==> config.mk <==
export PLATFORM = sky130hd
export DESIGN_NAME = paged_ram_ctl
export DESIGN_NICKNAME = d
export VERILOG_FILES = /design/src/rtl/paged_ram_ctl.sv
export SDC_FILE = /design/constraint.sdc
export NUM_CORES = 1
export LEC_CHECK = 0
export ABC_AREA = 1
export ABC_CLOCK_PERIOD_IN_PS = 2300
export CAP_MARGIN = 40
export CORE_UTILIZATION = 50
export DETAILED_ROUTE_END_ITERATION = 10
export GPL_ROUTABILITY_DRIVEN = 1
export PLACE_DENSITY = 0.67
export SYNTH_ARGS = -nofsm -noshare
export SYNTH_HDL_FRONTEND = slang
export SYNTH_SLANG_ARGS = --single-unit
==> constraint.sdc <==
create_clock -name clk -period 2.3 [get_ports clk]
set_clock_uncertainty 0.2 [all_clocks]
set_input_delay 0.46 -clock clk [delete_from_list [all_inputs] [get_ports clk]]
set_output_delay 0.46 -clock clk [all_outputs]
set_load 0.01 [all_outputs]
==> src/rtl/paged_ram_ctl.sv <==
// paged_ram_ctl: zero-page/main RAM behind a req/ack handshake.
//   Addresses below ZP_LIMIT hit the zero-page array, all others hit the main array.
//   Each array is indexed by the low address bits, so upper bits alias.
//   Writes at or above RO_BASE are dropped and flagged with err.
//   Every access takes WAIT extra cycles.
// Ports:
//   clk, rst_n       clock and synchronous active-low reset
//   req, we          request strobe and direction (1 = write), sampled only when idle
//   addr, wdata      byte address and write data, latched with req
//   rdata            read data, updated at the ack edge of a read and held until the next one
//   ack, err         one-cycle completion pulse; err = 1 when a protected write was dropped
//   busy             an access is in progress
module paged_ram_ctl #(
  parameter int unsigned    DW       = 8,
  parameter int unsigned    AW       = 16,
  parameter int unsigned    ZP_AW    = 4,
  parameter int unsigned    MEM_AW   = 4,
  parameter logic [AW-1:0]  ZP_LIMIT = 'h0100,
  parameter logic [AW-1:0]  RO_BASE  = 'hF000,
  parameter int unsigned    WAIT     = 0
) (
  input  logic          clk,
  input  logic          rst_n,
  input  logic          req,
  input  logic          we,
  input  logic [AW-1:0] addr,
  input  logic [DW-1:0] wdata,
  output logic [DW-1:0] rdata,
  output logic          ack,
  output logic          err,
  output logic          busy
);

  if (WAIT > 15) begin : g_bad_wait
    $error("paged_ram_ctl: WAIT must be in 0..15");
  end

  localparam logic [3:0] WaitCnt = 4'(WAIT);

  typedef enum logic {StIdle, StBusy} state_e;

  state_e          state_q, state_d;
  logic [3:0]      cnt_q, cnt_d;
  logic            we_q, we_d;
  logic [AW-1:0]   addr_q, addr_d;
  logic [DW-1:0]   wdata_q, wdata_d;
  logic [DW-1:0]   rdata_q, rdata_d;
  logic            ack_q, ack_d;
  logic            err_q, err_d;

  // Storage is deliberately left out of reset so preloaded contents survive it.
  logic [DW-1:0]   zp_mem   [2**ZP_AW];
  logic [DW-1:0]   main_mem [2**MEM_AW];

  logic              zp_sel, ro_sel, zp_we, main_we;
  logic [ZP_AW-1:0]  zp_idx;
  logic [MEM_AW-1:0] main_idx;

  // The zero page wins when the two regions overlap.
  assign zp_sel   = (addr_q < ZP_LIMIT);
  assign ro_sel   = !zp_sel && (addr_q >= RO_BASE);
  assign zp_idx   = addr_q[ZP_AW-1:0];
  assign main_idx = addr_q[MEM_AW-1:0];

  always_comb begin
    state_d = state_q;
    cnt_d   = cnt_q;
    we_d    = we_q;
    addr_d  = addr_q;
    wdata_d = wdata_q;
    rdata_d = rdata_q;
    ack_d   = 1'b0;
    err_d   = 1'b0;
    zp_we   = 1'b0;
    main_we = 1'b0;
    unique case (state_q)
      StIdle: begin
        if (req) begin
          we_d    = we;
          addr_d  = addr;
          wdata_d = wdata;
          cnt_d   = WaitCnt;
          state_d = StBusy;
        end
      end
      StBusy: begin
        if (cnt_q != 4'd0) begin
          cnt_d = cnt_q - 4'd1;
        end else begin
          ack_d   = 1'b1;
          state_d = StIdle;
          if (we_q) begin
            if (zp_sel)      zp_we   = 1'b1;
            else if (ro_sel) err_d   = 1'b1;
            else             main_we = 1'b1;
          end else begin
            rdata_d = zp_sel ? zp_mem[zp_idx] : main_mem[main_idx];
          end
        end
      end
      default: state_d = StIdle;
    endcase
  end

  always_ff @(posedge clk) begin
    if (!rst_n) begin
      state_q <= StIdle;
      cnt_q   <= 4'd0;
      we_q    <= 1'b0;
      addr_q  <= '0;
      wdata_q <= '0;
      rdata_q <= '0;
      ack_q   <= 1'b0;
      err_q   <= 1'b0;
    end else begin
      state_q <= state_d;
      cnt_q   <= cnt_d;
      we_q    <= we_d;
      addr_q  <= addr_d;
      wdata_q <= wdata_d;
      rdata_q <= rdata_d;
      ack_q   <= ack_d;
      err_q   <= err_d;
    end
  end

  // A reset landing on the access edge suppresses the store.
  always_ff @(posedge clk) begin
    if (rst_n && zp_we)   zp_mem[zp_idx]     <= wdata_q;
    if (rst_n && main_we) main_mem[main_idx] <= wdata_q;
  end

  assign rdata = rdata_q;
  assign ack   = ack_q;
  assign err   = err_q;
  assign busy  = (state_q == StBusy);

endmodule

==> results.md <==
* Status: finished, final reports clean
* Worst reg2reg path depth at 8
* DR vias/cell at 5.22
* Number of antenna violations at the first check in global routing at 0
* Area after DPL at roughly 0.013 mm^2
* Max-slew headroom at about 64%
* GP Congestion at 0.856
* TritonCTS clock tree: yes
* Area Overhead vs Synth at 15.0%
* Reg2reg start: cnt_q[1]
* HPWL after DPL at 18.1 mm
* Clk root buf: clkbuf_16
* Die Y-Extent at 160 um
* Min-delay worst type: flop to flop
* Commonest non-fill, non-tap cell in the layout: nand2_1
* Starting density of the core at 51.1%
* Leak pwr at 5.79 nW
* CP Max Fanout at 16
* Hold-critical path depth at 1
* Final Cell Area at 0.0143 mm^2
* # Post-CTS Setup Buffers at 0
* Min-Delay Startpoint: cnt_q[0]
* Clk pin slew, worst setup/hold paths at 60 ps
* Seq/Total Area, Yosys at 68.3%
* RR Endpoint: main_mem[4][0]
* Largest net degree at the start of global routing at 65
* First-pass GRT wire length at 45.2 mm
* Drt first-iter violations at a little over 700
* CP startpoint kind: flop
* # setup viols final at 0
* Syn nets at 1227
* Final slew viol count at 0
* Later-pin clock latency in the skew report at 550 ps
* Fin cells at approximately 1600
* Row count at 57
* GRT Total Usage at 23.4%
* Drt first pass iters at 6
* Ys Warns at 0
* Total grt overflow at 0
* Worst setup margin at 180 ps
* Vias at 8417
* CP peak stage delay at 310 ps
* Hold Path End: cnt_q[0]
* Worst-path cell chain: inv_1 > ha_1 > nand2_1 > nor3_2 > and2_4 > nand3_4 > nor2_1 > buf_4
* Register-to-register setup slack at roughly 180 ps
* CP Data Arrival Time at 2170 ps
* Die ar. at 0.0255 mm^2
* Worst slew pin tran at 541 ps
* Layout net count at between 1000 and 1500
* Mapped Cells at 1197
* Most frequent cells in the layout: nand2_1, edfxtp_1, nand3_1
* Syn Area/Cell at 10.4 um^2
* Synth Register Bits at between 200 and 300
* Vias in the first global route at 8090
* Post-CTS Resized at 0
* Final-report hold violation count at 0
* DRC Markers at 0
* H-tree Lvls at 1
* Layout cells sized above 1 at 9.63%
* Max-cap violations at 0
* Fin crit share at slightly above 90%
* Hold-fix buffer count after cts at 0
* Final wirelength at 29.2 mm
* Setup WS pre-CTS at -177 ps
* Crit-path slowest cell: dfxtp_1
* Wire per inst at 18.1 um
* Crit end category: flop
* Cells after DPL at approximately 1600
* Core area at 0.0243 mm^2
* Min Tclk post-route at 2120 ps
* CTS Buf Count at 29
* CP Data Required Time at 2350 ps
* # port buffers at 34
* Ports at 39
* Cell area after synthesis at 0.0124 mm^2
* Clock Path Buffers at 3
* Setup CP Type: flop to flop
* Pwr Density at 818 mW/mm^2
* RSZ-0062 raised after global routing: no
* Unique masters post-synth at 26
* F_max at 472 MHz
* # diodes at 0
* Die Width at 160 um
* Clk sinks at 296
* VDD IR-drop max at 0.448 mV
* Final ANT Viol Nets at 0
==> critical path: cells and delay by family (launching register included) <==
kind                     cells  cell delay (ps)
flip-flops                   1              310
buffers and inverters        2              290
AND/OR/NAND/NOR              5              870
adder cells (fa/ha/maj)      1              150
==> cell families after synthesis <==
family                     count (synthesis)  synth area share, %
xor gates and xnor gates                   1               0.0705
AOI/OAI and AO/OA                         55                 2.56
adders and majority gates                  2                0.201
and+or+nand+nor                          642                 21.7
DFF                                      296                 68.3
buffers and inverters                    201                 7.16
==> layer usage <==
layer  vias up  wire length [um]  track usage, %
met5         -                 0               0
met4         0               614            6.73
met3        47              2220            3.58
met2       342             13600            37.5
met1      3938             12800            33.2
li1       4090                 -               -
==> registers in the layout (all words and copies together) (netlist names), named ones only <==
name	count
addr_q	12
ack	1
cnt_q	4
rdata	8
we_q	1
busy	1
err	1
zp_mem	128
wdata_q	8
main_mem	128
==> worst max path at each step <==
| stage | start | to | slack (ps) | cells past startpoint |
|---|---|---|---|---|
| 6_report | cnt_q[1] | main_mem[4][0] | 180 | 8 |
| 5_1_grt | cnt_q[1] | main_mem[7][1] | 5 | 8 |
| 3_3_place_gp | rst_n | main_mem[4][6] | -140 | 7 |
| 2_1_floorplan | cnt_q[0] | zp_mem[15][0] | 220 | 8 |
| 3_5_place_dp | rst_n | main_mem[0][3] | -180 | 7 |
| 4_1_cts | busy | busy | 160 | 1 |
==> area by class of cell <==
type	instances	area, um^2
fill	2038	10000
clock inverter	14	146
multi-input combinational	700	3040
tap	324	405
clock buffer	40	808
inverter	140	527
sequential	296	8490
timing repair buffer	98	858
==> through the flow <==
| step | TNS (ps) | hold WS, ps | power, mW | util (%) |
|---|---|---|---|---|
| after global placement | -27070 | 264 | 7.10 | 54.8 |
| after global routing | 0 | 296 | 12.1 | 58.7 |
| after floorplan | 0 | 247 | 6.71 | - |
| after detailed placement | -32700 | 271 | 7.11 | 54.8 |
| after CTS | 0 | 279 | 11.7 | 58.7 |
| final | 0 | 275 | 11.7 | 58.7 |
==> synthesized netlist by cell type (all sizes together) <==
master    n  share of area, %
clkbuf   15              0.45
nor3      4              0.24
ha        2              0.20
xor2      1             0.071
o211ai    9              0.54
nand3   194               7.9
inv     140               4.2
and2      1             0.071
nand2   361                11
o21ai    30               1.2
dfxtp    40               6.4
nand4     1             0.050
nor2     80               2.4
or2       1             0.050
edfxtp  256                62
o22ai     1             0.050
buf      46               2.5
a21oi    15              0.76
==> where the power goes <==
group	switching, mW	total [mW]	internal [mW]	leakage [nW]
clock	1.89	4.68	2.79	0.466
combinational	0.738	1.05	0.312	2.61
sequential	0.0347	5.95	5.92	2.71
total	2.67	11.7	9.01	5.79
(Power assumes the default switching activity.)
